$ cat config.mk
export PLATFORM = sky130hd
export DESIGN_NAME = spi_reg_bank
export DESIGN_NICKNAME = d
export VERILOG_FILES = /design/src/rtl/spi_reg_bank.sv
export SDC_FILE = /design/constraint.sdc
export NUM_CORES = 1
export LEC_CHECK = 0
export CAP_MARGIN = 40
export CORE_AREA = 2 2 224 226
export CTS_BUF_LIST = sky130_fd_sc_hd__clkbuf_4 sky130_fd_sc_hd__clkbuf_8
export DETAILED_ROUTE_END_ITERATION = 7
export DIE_AREA = 0 0 226 228
export HOLD_SLACK_MARGIN = 0.06
export PLACE_DENSITY = 0.66
export SLEW_MARGIN = 15
export SYNTH_ARGS = -nofsm -noshare
export SYNTH_HDL_FRONTEND = slang
export SYNTH_SLANG_ARGS = --single-unit
$ cat constraint.sdc
create_clock -name clk -period 38.6 [get_ports clk]
set_input_delay 7.72 -clock clk [delete_from_list [all_inputs] [get_ports clk]]
set_output_delay 7.72 -clock clk [all_outputs]
set_load 0.05 [all_outputs]
$ cat src/rtl/spi_reg_bank.sv
// SPI mode-0 slave register bank: header (r/w + address) then unbounded auto-incrementing data words.
// A write shows on regs_out 1 clk after the synchronised final rise and wr_stb 1 clk later; there is no backpressure.
module spi_reg_bank #(
    parameter int                    NUM_REGS     = 32,
    parameter int                    ADDR_BITS    = 7,
    parameter int                    DATA_BITS    = 8,
    parameter logic [NUM_REGS-1:0]   RO_MASK      = '0,
    parameter logic [DATA_BITS-1:0]  UNMAPPED_VAL = DATA_BITS'(8'h99)
) (
    input  logic                            clk,
    input  logic                            reset,
    input  logic                            spi_cs0,
    input  logic                            spi_clk,
    input  logic                            spi_mosi,
    output logic                            spi_miso,
    output logic                            miso_oe,
    input  logic [NUM_REGS*DATA_BITS-1:0]   ro_in,
    output logic [NUM_REGS*DATA_BITS-1:0]   regs_out,
    output logic [NUM_REGS-1:0]             wr_stb,
    output logic [NUM_REGS-1:0]             rd_stb,
    output logic                            frame_active
);

    localparam int CNT_MAX = (ADDR_BITS + 1 > DATA_BITS) ? ADDR_BITS + 1 : DATA_BITS;
    localparam int CNT_W   = $clog2(CNT_MAX + 1);

    typedef enum logic [1:0] {IDLE, HEADER, DATA, LOCKOUT} state_t;

    state_t                 state;
    logic                   sclk_s1, sclk_s2, sclk_s3;
    logic                   cs_s1, cs_s2, cs_s3;
    logic                   mosi_s1, mosi_s2;
    logic [CNT_W-1:0]       bit_cnt;
    logic [ADDR_BITS-1:0]   addr;
    logic                   rw;
    logic [ADDR_BITS-1:0]   hdr_sr;
    logic [DATA_BITS-2:0]   din_sr;
    logic [DATA_BITS-1:0]   sout;
    logic [NUM_REGS-1:0]    wr_pend;

    logic                   rise, fall, cs_active, cs_fall;
    logic [ADDR_BITS:0]     hdr_word;
    logic [DATA_BITS-1:0]   din_word;
    logic [ADDR_BITS-1:0]   ld_addr;
    logic                   ld_mapped;
    logic [NUM_REGS-1:0]    ld_hot;
    logic [NUM_REGS-1:0]    addr_hot;
    logic [NUM_REGS-1:0]    wr_hot;
    logic [DATA_BITS-1:0]   rd_word;

    // cs synchronisers reset to "selected" so LOCKOUT waits for a genuine deselect
    always_ff @(posedge clk or posedge reset) begin
        if (reset) begin
            sclk_s1 <= 1'b0;
            sclk_s2 <= 1'b0;
            sclk_s3 <= 1'b0;
            cs_s1   <= 1'b0;
            cs_s2   <= 1'b0;
            cs_s3   <= 1'b0;
            mosi_s1 <= 1'b0;
            mosi_s2 <= 1'b0;
        end else begin
            sclk_s1 <= spi_clk;
            sclk_s2 <= sclk_s1;
            sclk_s3 <= sclk_s2;
            cs_s1   <= spi_cs0;
            cs_s2   <= cs_s1;
            cs_s3   <= cs_s2;
            mosi_s1 <= spi_mosi;
            mosi_s2 <= mosi_s1;
        end
    end

    assign rise      = sclk_s2 & ~sclk_s3;
    assign fall      = ~sclk_s2 & sclk_s3;
    assign cs_active = ~cs_s2;
    assign cs_fall   = cs_s3 & ~cs_s2;

    assign hdr_word  = {hdr_sr, mosi_s2};
    assign din_word  = {din_sr, mosi_s2};
    // Address of the word about to be loaded: from the header, or the next one in a burst
    assign ld_addr   = (state == HEADER) ? hdr_word[ADDR_BITS-1:0] : addr + 1'b1;
    assign ld_mapped = int'(ld_addr) < NUM_REGS;
    assign ld_hot    = ld_mapped ? (NUM_REGS'(1) << ld_addr) : '0;
    assign addr_hot  = (int'(addr) < NUM_REGS) ? (NUM_REGS'(1) << addr) : '0;
    assign wr_hot    = addr_hot & ~RO_MASK;

    always_comb begin
        rd_word = UNMAPPED_VAL;
        for (int i = 0; i < NUM_REGS; i++) begin
            if (ld_mapped && ld_addr == ADDR_BITS'(i))
                rd_word = RO_MASK[i] ? ro_in[i*DATA_BITS +: DATA_BITS]
                                     : regs_out[i*DATA_BITS +: DATA_BITS];
        end
    end

    always_ff @(posedge clk or posedge reset) begin
        if (reset) begin
            state        <= LOCKOUT;
            bit_cnt      <= '0;
            addr         <= '0;
            rw           <= 1'b0;
            hdr_sr       <= '0;
            din_sr       <= '0;
            sout         <= '0;
            spi_miso     <= 1'b0;
            miso_oe      <= 1'b0;
            frame_active <= 1'b0;
            regs_out     <= '0;
            wr_pend      <= '0;
            wr_stb       <= '0;
            rd_stb       <= '0;
        end else begin
            wr_stb  <= wr_pend;
            wr_pend <= '0;
            rd_stb  <= '0;
            case (state)
                IDLE: begin
                    if (cs_fall) begin
                        state        <= HEADER;
                        bit_cnt      <= '0;
                        miso_oe      <= 1'b1;
                        spi_miso     <= 1'b0;
                        frame_active <= 1'b1;
                    end
                end
                LOCKOUT: begin
                    if (!cs_active)
                        state <= IDLE;
                end
                HEADER, DATA: begin
                    // Deselect outranks a coincident rise; any partial word is dropped
                    if (!cs_active) begin
                        state        <= IDLE;
                        bit_cnt      <= '0;
                        miso_oe      <= 1'b0;
                        spi_miso     <= 1'b0;
                        frame_active <= 1'b0;
                    end else if (rise) begin
                        if (state == HEADER) begin
                            hdr_sr <= hdr_word[ADDR_BITS-1:0];
                            if (bit_cnt == CNT_W'(ADDR_BITS)) begin
                                state   <= DATA;
                                rw      <= hdr_word[ADDR_BITS];
                                addr    <= ld_addr;
                                bit_cnt <= '0;
                                if (hdr_word[ADDR_BITS]) begin
                                    sout     <= rd_word;
                                    spi_miso <= rd_word[DATA_BITS-1];
                                    rd_stb   <= ld_hot;
                                end
                            end else begin
                                bit_cnt <= bit_cnt + 1'b1;
                            end
                        end else begin
                            din_sr <= din_word[DATA_BITS-2:0];
                            if (bit_cnt == CNT_W'(DATA_BITS - 1)) begin
                                bit_cnt <= '0;
                                addr    <= ld_addr;
                                if (rw) begin
                                    sout     <= rd_word;
                                    spi_miso <= rd_word[DATA_BITS-1];
                                    rd_stb   <= ld_hot;
                                end else begin
                                    for (int i = 0; i < NUM_REGS; i++)
                                        if (wr_hot[i])
                                            regs_out[i*DATA_BITS +: DATA_BITS] <= din_word;
                                    wr_pend <= wr_hot;
                                end
                            end else begin
                                bit_cnt <= bit_cnt + 1'b1;
                            end
                        end
                    end else if (fall && state == DATA && rw && bit_cnt != '0) begin
                        // The fall right after a word load keeps the freshly presented MSB
                        sout     <= sout << 1;
                        spi_miso <= sout[DATA_BITS-2];
                    end
                end
                default: state <= LOCKOUT;
            endcase
        end
    end

endmodule
==> results.md <==
- Status: completed
- Root buffer cell: clkbuf_8
- Initial DRC Count: between 1500 and 2000
- Crit path DAT: 2.06 ns
- Seq/Total Area, Yosys: between 50% and 60%
- TritonRoute pass-1 iters: 6
- Initial antenna violation count: 2
- Total Wirelength: slightly below 80000 µm
- Fin. Hold Viols: 0
- Worst r2r path cells: 11
- Clock Skews: 0.0624 ns
- Reg clk slew, reported paths: about 0.060 ns
- First-pass GRT wire length: roughly 110000 µm
- Share of layout cells above drive strength 1: between 15 and 20%
- CTS HTree Levels: 3
- Post-DP Area: approximately 0.022 mm²
- TritonCTS clock tree: built
- Setup WS pre-CTS: ~28 ns
- Worst EP required: ~31 ns
- Largest net degree at the start of global routing: around 120
- Pwr/cell area: 48.8 mW/mm²
- Max incr delay on CP: approximately 0.94 ns
- Top-area cell type share of the netlist area: approximately 56%
- Die width: roughly 230 µm
- GR Util met2: 44.3%
- Reg power frac: a little under two fifths
- Met3 Resource Use GR: between 7 and 8%
- Flop-to-flop setup slack: around 34 ns
- Finished Layout Cells: ~2800
- Critical-path cell list: clkdlybuf4s50_1
- Yosys warnings: 0
- Number of remaining DRC errors: 0
- CP Capture Point: regs_out[125]
- Port Buffer Count: about 330
- P_leak: around 11 nW
- Via/cell ratio: roughly 6
- RSZ-0062 raised after global routing: no
- GR peak layer: met2
- Worst slew pin tran: about 0.94 ns
- Routability Congestion: approximately 0.97
- Yosys top cell by area: dfrtp_1
- Comb power frac: a little over a quarter
- Fin worst setup slack: 28.82 ns
- CTS sink count: ~400
- CTS buffer count: 70
- Switching Share: around 36%
- M1 GR Usage: 41.0%
- Critical path's top delay family: buffers and inverters
- Setup_tns: 0 ns
- Area Growth Syn to Fin: 32.1%
- Nets: 2397
- Internal power: around 0.00073 W
- Worst r2r src: state[0]$_DFFE_PP1P_
- Post-Syn Area: 0.0178 mm²
- Clk_lat worst skew: just under 0.7 ns
- RR Endpoint: spi_miso$_DFFE_PP0P_
- Hold Buf Count CTS: 0
- Die Area: between 0.05 and 0.06 mm²
- Fin crit period: a little under 10 ns
- Syn Nets: between 2000 and 2500
- Crit Path Category: reg -> out
- Clock power share: a little over a third
- Synth Area per Inst: slightly above 10 µm²
- Crit path buffers/inverters: 1
- EDFF count, synth: 0
- CTS resizes: 0
- Synth cell types: 89
- Async S/R FF share, synth: 100%
- Placed instance count: ~2700
- Wire per inst: between 20 and 30 µm
- Longest Clk Path Bufs: 3
- Commonest non-fill, non-tap cells in the layout: nand2_1 (468), dfrtp_1 (392), clkdlybuf4s50_1 (327)
- Mapped Cells: around 1800
- FF+latch count, synth: around 400
- Commonest non-fill, non-tap cell in the layout: nand2_1
- Hold Crit Class: reg -> reg
- DIE HEIGHT: 228 µm
- ANT nets after route: 0
- Vias: ~17000
- CP startpoint: regs_out[125]$_DFFE_PP0P_
- Final setup violation count: 0
- Initial core utilization: a little over a third
- Fin area: approximately 0.024 mm²
- Total of max-cap violations: 0
- Nature of the critical path startpoint: register
- # rows: between 80 and 90
- Number of placed I/O pins: around 600
- GR Util All Layers: 30.1%
- Max_slew headroom: 36.7%
- Tcrit/Tclk final: 25.3%
- Core area: a little under 0.05 mm²
- Post-DP HPWL: between 50000 and 60000 µm
- Post-CTS setup buffers: 0
- Overflow after GRT: 0
- Area contributors post-synth: dfrtp_1 (56%), nand2_1 (9.9%), mux2_2 (8.6%)
- WP depth: 1
- Synth Flop Type: dfrtp_1
- Vias in the first global route: 16200
- Peak VDD IR: between 0.02 and 0.03 mV
- Worst-path fanout max: 4
- Slew Limit Fails: 0
- Slowest cell on crit path: clkdlybuf4s50_1
- Crit. End Element: output pin
- P_sw: 0.000415 W
- Maximum clock rate: 102 MHz
[worst register-to-register path, stage by stage, from the launching register on]
cell,delay [ns]
dfstp_2,0.57
ha_2,0.17
buf_4,0.49
clkinv_1,0.73
o21a_1,0.60
nor3_1,0.79
buf_4,0.28
o21ai_0,0.29
o2111ai_1,0.34
nor2_1,0.16
o2111ai_1,0.29
nand4_1,0.14
[synthesized netlist by cell type (16+ instances only)]
master	n
nor3_1	27
o21ai_0	81
o211ai_1	16
a22oi_1	21
nand2_1	468
clkbuf_1	54
inv_1	22
buf_2	26
nor2_1	120
mux2_2	136
o22ai_1	27
dfrtp_1	395
a21oi_1	63
[power by group through the flow]
stage | sequential, W | combinational [W] | clock [W]
after floorplan | 0.000440 | 0.000176 | 0
after global placement | 0.000448 | 0.000278 | 0
after detailed placement | 0.000448 | 0.000283 | 0
after CTS | 0.000441 | 0.000285 | 0.000412
after global routing | 0.000441 | 0.000311 | 0.000430
final | 0.000441 | 0.000301 | 0.000407
[kinds of logic after synthesis]
family,synth area share (%)
compound gates,13.8
flops,55.8
xor+xnor,0.148
fa+ha+maj,0.632
simple gates,17.7
buf+inv,2.92
mux,9.01
[flip-flops by register name, summed over array words and instances, names as in the netlist]
name / cells
regs_out: 256
rd_stb: 32
wr_pend: 32
wr_stb: 32
addr: 7
din_sr: 7
hdr_sr: 7
sout: 7
bit_cnt: 4
state: 2
cs_s1: 1
cs_s2: 1
cs_s3: 1
frame_active: 1
mosi_s1: 1
mosi_s2: 1
rw: 1
sclk_s1: 1
sclk_s2: 1
sclk_s3: 1
spi_miso: 1
[per-layer routing]
layer	part of all wire [%]	up-vias
met2	44	1147
met4	5.5	0
met3	11	239
li1	-	6937
met1	40	8284
met5	0	-
[layout make-up]
type                    instances  area (µm²)
inverters                      23        93.8
well taps                     672         841
flip-flops and latches        397        9940
repair buffers                391        3840
clock inverters                10        85.1
fillers                      4607       25800
clock buffers                 108        1350
diodes                          2        5.00
multi-input cells            1244        7370
[metrics by stage]
step,hold slack (ns),power [W],util (%)
global placement,0.336,0.000726,44.2
finish,0.347,0.00115,47.7
detailed placement,0.335,0.000732,44.6
CTS,0.349,0.00114,47.5
global route,0.351,0.00118,47.7
floorplan,0.331,0.000616,-
[how the worst min path moves through the flow]
| stage | from | end | slack, ns | cells past startpoint |
|---|---|---|---|---|
| after floorplan | cs_s1$_DFF_PP0_ | cs_s2$_DFF_PP0_ | 0.33 | 0 |
| after global placement | wr_pend[31]$_DFF_PP0_ | wr_stb[31]$_DFF_PP0_ | 0.34 | 0 |
| after detailed placement | wr_pend[4]$_DFF_PP0_ | wr_stb[4]$_DFF_PP0_ | 0.33 | 0 |
| after CTS | wr_pend[23]$_DFF_PP0_ | wr_stb[23]$_DFF_PP0_ | 0.35 | 0 |
| after global routing | wr_pend[13]$_DFF_PP0_ | wr_stb[13]$_DFF_PP0_ | 0.35 | 0 |
| final | wr_pend[13]$_DFF_PP0_ | wr_stb[13]$_DFF_PP0_ | 0.35 | 0 |
Power figures use the tool's default switching activity.
